## src/rtl/sap_alu.sv

```systemverilog
// SAP-style accumulator ALU: A/B operand registers, half-adder ripple add/subtract, registered bus driver.
// Optional flag registers (cf/zf) are built only when SAP_ALU_FLAGS_EN is defined.
module sap_alu #(
    parameter int unsigned WIDTH = 8
) (
    input  logic             clk,
    input  logic             rst_n,
    input  logic [WIDTH-1:0] bus_in,
    input  logic             la,
    input  logic             lb,
    input  logic             su,
    input  logic             eu,
    input  logic             ea,
    output logic [WIDTH-1:0] bus_out,
    output logic             bus_oe,
    output logic [WIDTH-1:0] a_q
`ifdef SAP_ALU_FLAGS_EN
    ,
    output logic             cf,
    output logic             zf
`endif
);

    typedef enum logic {
        S_IDLE  = 1'b0,
        S_DRIVE = 1'b1
    } state_t;

    state_t           r_state;
    state_t           w_state_nxt;
    logic [WIDTH-1:0] r_a;
    logic [WIDTH-1:0] r_b;
    logic [WIDTH-1:0] r_bus_out;
    logic [WIDTH-1:0] w_bus_out_nxt;
    logic [WIDTH-1:0] w_b_op;
    logic [WIDTH-1:0] w_sum;
    logic [WIDTH:0]   w_c;

    // Subtract is A + ~B + 1: invert B and inject the +1 as carry-in.
    assign w_b_op = su ? ~r_b : r_b;
    assign w_c[0] = su;

    // Each bit is two half-adder cells whose carries are ORed into the ripple chain.
    for (genvar i = 0; i < int'(WIDTH); i++) begin : g_bit
        logic w_h1_s;
        logic w_h1_c;
        logic w_h2_c;
        assign w_h1_s   = r_a[i] ^ w_b_op[i];
        assign w_h1_c   = r_a[i] & w_b_op[i];
        assign w_sum[i] = w_h1_s ^ w_c[i];
        assign w_h2_c   = w_h1_s & w_c[i];
        assign w_c[i+1] = w_h1_c | w_h2_c;
    end

    always_ff @(posedge clk) begin
        if (!rst_n) begin
            r_a <= '0;
            r_b <= '0;
        end else begin
            if (la) r_a <= bus_in;
            if (lb) r_b <= bus_in;
        end
    end

    // Output-stage state register; bus_out is captured alongside the state.
    always_ff @(posedge clk) begin
        if (!rst_n) begin
            r_state   <= S_IDLE;
            r_bus_out <= '0;
        end else begin
            r_state   <= w_state_nxt;
            r_bus_out <= w_bus_out_nxt;
        end
    end

    always_comb begin
        w_state_nxt = S_IDLE;
        if (eu || ea) w_state_nxt = S_DRIVE;
    end

    // eu wins over ea; operands are the pre-load values, giving read-before-write.
    always_comb begin
        w_bus_out_nxt = '0;
        if (eu)      w_bus_out_nxt = w_sum;
        else if (ea) w_bus_out_nxt = r_a;
    end

    assign bus_out = r_bus_out;
    assign bus_oe  = (r_state == S_DRIVE);
    assign a_q     = r_a;

`ifdef SAP_ALU_FLAGS_EN
    logic r_cf;
    logic r_zf;

    always_ff @(posedge clk) begin
        if (!rst_n) begin
            r_cf <= 1'b0;
            r_zf <= 1'b0;
        end else if (eu) begin
            r_cf <= w_c[WIDTH];
            r_zf <= (w_sum == '0);
        end
    end

    assign cf = r_cf;
    assign zf = r_zf;
`else
    logic w_unused_cout;
    assign w_unused_cout = w_c[WIDTH];
`endif

endmodule

```

## config.mk

```make
export PLATFORM = sky130hd
export DESIGN_NAME = sap_alu
export DESIGN_NICKNAME = d
export VERILOG_FILES = /design/src/rtl/sap_alu.sv
export SDC_FILE = /design/constraint.sdc
export NUM_CORES = 1
export LEC_CHECK = 0
export ABC_AREA = 0
export CORE_MARGIN = 1
export CORE_UTILIZATION = 45
export CTS_BUF_LIST = sky130_fd_sc_hd__clkbuf_4
export DETAILED_ROUTE_END_ITERATION = 10
export HOLD_SLACK_MARGIN = 0.15
export PLACE_DENSITY = 0.84
export SETUP_SLACK_MARGIN = 0.15
export SLEW_MARGIN = 5
export SYNTH_ARGS = -nofsm -noshare
export SYNTH_HDL_FRONTEND = slang
export SYNTH_SLANG_ARGS = --single-unit
```

## constraint.sdc

```tcl
create_clock -name clk -period 9.2 [get_ports clk]
set_input_delay 2.3 -clock clk [delete_from_list [all_inputs] [get_ports clk]]
set_output_delay 2.3 -clock clk [all_outputs]
set_load 0.005 [all_outputs]
```

---- Word level (Yosys, flattened, before mapping) ----
Index checks and enable logic that the tools add are counted.
word-level totals
  memories ................................ 0
  memory bits (read-only) ................. 0
  register bits ........................... 25
  bits in writable memories ............... 0
  latch bits .............................. 0
operators by class
  reduce and logical (&&, ||, !) cells .... 1
  bitwise gates (word level) .............. 38
  divide/modulo/power cells ............... 0
  add/sub/neg operators ................... 0
  multiplexer cells ....................... 4
  shift-type cells ........................ 0
  $mul .................................... 0
  eq/ne operators ......................... 0
  $lt $le $gt $ge ......................... 0
operator list
  kind               count
  two-way mux 8 bit  3
  bitwise XOR 1 bit  16
  AND 1 bit          14
  NOT 8 bit          1
  bitwise OR 1 bit   7
  logical OR 1 bit   1
  two-way mux 1 bit  1

---- Longest topological paths before layout ----
  depth after elaboration ................. 19
  depth in mapped cells ................... 11
  mapped depth without buffers ............ 10

---- Least setup slack after synthesis ----
No wires, ideal clock.
  path kind ............................... in2reg
  start point ............................. in su
  end point ............................... reg r_bus_out[7], in the netlist bus_out[7]
  arrival time ............................ 5358 ps
  stages on the path ...................... 11
  path slack .............................. 3726 ps
  buffers on the path ..................... 1
  setup time .............................. 116 ps
  data required time ...................... 9084 ps
  cells stage by stage .................... buf_6 xnor2_1 fa_1 fa_1 fa_1 fa_1 fa_1 fa_1 xnor3_1 a211oi_1 a41o_2
on the way
  longest elaborated chain between the ends .. 18
  elaborated cells between the ends (all ways) .. 32
RTL lines
  what                  line  source
  start, declared       11    input logic su,
  two-way mux 8 bit     40    assign w_b_op = su ? ~r_b : r_b;
  bitwise XOR 1 bit     48    assign w_h1_s = r_a[i] ^ w_b_op[i];
  AND 1 bit             51    assign w_h2_c = w_h1_s & w_c[i];
  bitwise OR 1 bit      52    assign w_c[i+1] = w_h1_c | w_h2_c;
  AND 1 bit             51
  bitwise OR 1 bit      52
  AND 1 bit             51
  bitwise OR 1 bit      52
  [2 not listed]        --
  AND 1 bit             51
  bitwise OR 1 bit      52
  AND 1 bit             51
  bitwise OR 1 bit      52
  AND 1 bit             51
  bitwise OR 1 bit      52
  bitwise XOR 1 bit *   50    assign w_sum[i] = w_h1_s ^ w_c[i];
  two-way mux 8 bit *   84    if (eu) w_bus_out_nxt = w_sum;
  end signal, assigned  72    r_bus_out <= w_bus_out_nxt;
  end, declared         33    logic [WIDTH-1:0] r_bus_out;
Mark *: on every way between the ends. The rest lies on a longest branch, timed or not.
A chain may end at the register's enable or synchronous reset.

---- Worst setup path after layout ----
Ends and elaborated chain as after synthesis.

==> results.sh <==
export IMPL_power_density_nw_per_um2=147.3
export IMPL_wl_per_cell_microns=12.94
export IMPL_syn_area_sq_um=1145
export IMPL_via_per_inst=4.881
export IMPL_drt_total_wl_mm=2.071
export IMPL_worst_slew_pin_slew_ns=0.5525
export IMPL_dr_pass1_iters=4
export IMPL_port_buffer_count=31
export IMPL_synth_area_top_cells="dfxtp_1, mux2i_1, fa_1, nor2b_1, a211oi_1"
export IMPL_setup_viol_count_final=0
export IMPL_cts_hold_buffers=0
export IMPL_dpl_hpwl_mm=1.567
export IMPL_diodes=0
export IMPL_max_freq_mhz=168.5
export IMPL_grt_max_degree=19
export IMPL_placed_area_sq_um=1453
export IMPL_grt_pass1_wl_mm=3.519
export IMPL_nets=154
export IMPL_design_die_area_sq_um=2750
export IMPL_drt_iter0_drc=7
export IMPL_layout_min_cycle_time_ns=5.934
export IMPL_avgSynthCellArea_sq_um=11.01
export IMPL_ant_nets=0
export IMPL_slew_headroom_pct=63.05
export IMPL_worstPathMaxFanout=8
export IMPL_postCtsSetupBuffers=0
export IMPL_synth_top_area_cell="dfxtp_1"
export IMPL_synth_warnings=0
export IMPL_final_cell_area_sq_um=1483
export IMPL_gp_congestion=0.7492
export IMPL_hold_path_class="reg -> reg"
export IMPL_leakagePower_nw=0.5819
export IMPL_antenna_found_initial=0
export IMPL_rsz0062_at_grt="no"
export IMPL_ios=32
export IMPL_ys_types=16
export IMPL_clock_skew_ns=0.003822
export IMPL_fp_dieH_microns=52.44
export IMPL_hold_violations=0
export IMPL_clk_pin_slew_ns=0.12
export IMPL_clockRootBuffer="clkbuf_4"
export IMPL_areaGrowthSynthToFinish_pct=29.51
export IMPL_tns_ns=0
export IMPL_cts_sinks=25
export IMPL_drv_cap=0
export IMPL_fin_crit_sh_pct=64.50
export IMPL_cp_end_kind="flip-flop"
export IMPL_final_core_util_pct=64.54
export IMPL_worstPathArrival_ns=6.15
export IMPL_htree_levels=1
export IMPL_peakVddDrop_uv=84.93
export IMPL_netlist_instances=104
export IMPL_regArea_sq_um=500.5
export IMPL_cts_path_max_buffers=2
export IMPL_grt_usage_pct=18.18
export IMPL_ys_ff_latch=25
export IMPL_nFillCells=194
export IMPL_synth_top_area_share_pct=43.72
export IMPL_clkLatencyLatePin_ns=0.31
export IMPL_drive_gt1_share_pct=4.545
export IMPL_start_kind="primary input"
export IMPL_drc=0
export IMPL_core_sq_um=2297
export IMPL_slew_viol_final=0
export IMPL_cts_resized=0
export IMPL_grt_pass1_vias=785
export IMPL_overflow=0
export IMPL_cts_buffers=3
export IMPL_die_w_microns=52.44
export IMPL_run_status="finished clean"
export IMPL_synth_nets=125
export IMPL_cts_tree="built"
export IMPL_hold_ws_ns=0.5431
export IMPL_start_util_pct=49.84
export IMPL_vias=781
export IMPL_critPathKind="in -> reg"
export IMPL_rows=17
export IMPL_cp_data_required_time_ns=9.41
export IMPL_ys_seq_area_share_pct=43.72
export IMPL_multiInputGateArea_sq_um=576.8
-- cell usage after synthesis --
library cell,instances
fa_1,6
mux2i_1,17
xnor3_1,1
buf_2,3
clkbuf_1,3
nand2_1,1
a211oi_1,7
a41o_2,1
xnor2_1,6
xor2_1,1
nor2_1,7
inv_1,8
buf_6,1
o21ai_2,1
nor2b_1,16
dfxtp_1,25
-- critical path: stages --
cell             delay [ns]
clkdlybuf4s50_1        0.73
xnor2_1                0.16
fa_1                   0.43
fa_1                   0.39
fa_1                   0.39
fa_1                   0.38
fa_1                   0.40
fa_1                   0.39
xnor3_1                0.23
a211oi_1               0.08
a41o_2                 0.25
-- cells in the final DEF, fill, tap and decap left out --
master | netlist | routed
a41o_2 | 1 | 1
nor2b_1 | 16 | 16
mux2i_1 | 17 | 17
inv_1 | 8 | 8
clkbuf_4 | 0 | 4
a211oi_1 | 7 | 7
xnor2_1 | 6 | 6
o21ai_2 | 1 | 1
nand2_1 | 1 | 1
nor2_1 | 7 | 7
fa_1 | 6 | 6
dfxtp_1 | 25 | 25
xnor3_1 | 1 | 1
clkdlybuf4s50_1 | 0 | 31
xor2_1 | 1 | 1
-- worst paths after layout --
check	slack [ns]	depth (start not counted)	from	endpoint
worst max register to register	5.64	10	a_q[0]	bus_out[7]
worst max-delay path	3.27	11	su	bus_out[7]
worst min-delay path	0.54	2	a_q[2]	bus_out[2]
worst min register to register	0.54	2	a_q[2]	bus_out[2]
-- layout make-up --
cell class	count	area share [%]
Multi-Input combinational cell	64	38.90
Timing Repair Buffer	31	20.93
Tap cell	28	2.363
Sequential cell	25	33.76
Clock buffer	4	2.025
Inverter	8	2.025
-- kinds of logic (layout without fill, tap and decap cells) --
family / count (synthesis) / in the layout / share of synthesized area [%]
AO/OA/AOI/OAI: 9 / 9 / 6.339
XOR/XNOR: 8 / 8 / 7.322
adder cells (fa/ha/maj): 6 / 6 / 10.49
buffers and inverters: 15 / 43 / 5.901
flip-flops: 25 / 25 / 43.72
multiplexers: 17 / 17 / 14.86
AND/OR/NAND/NOR: 24 / 24 / 11.37
-- sequential cells by signal, summed over array words and instances (netlist names) --
signal   count
r_b          8
a_q          8
bus_out      8
bus_oe       1
-- metal layers --
metal  global-route usage [%]  vias up  wire [microns]
met1                    22.18      357             927
met3                    2.609        4              64
met2                    31.43       24            1042
met4                    7.895        0              36
met5                        0        -               0
li1                         -      396               -
-- stage by stage --
step	setup slack (ns)	power (mW)	instances
2_1_floorplan	3.726	0.1493	104
5_1_grt	3.132	0.2319	160
4_1_cts	3.255	0.2215	160
3_5_place_dp	2.912	0.1714	156
6_report	3.266	0.2184	160
3_3_place_gp	3.059	0.1690	156
-- report_power, final --
part / switching, mW / total [mW] / internal, mW
logic: 0.0194 / 0.0480 / 0.0285
registers: 0.00459 / 0.120 / 0.116
clock network: 0.0303 / 0.0502 / 0.0199
No activity file was read; power rests on OpenSTA's default activity.
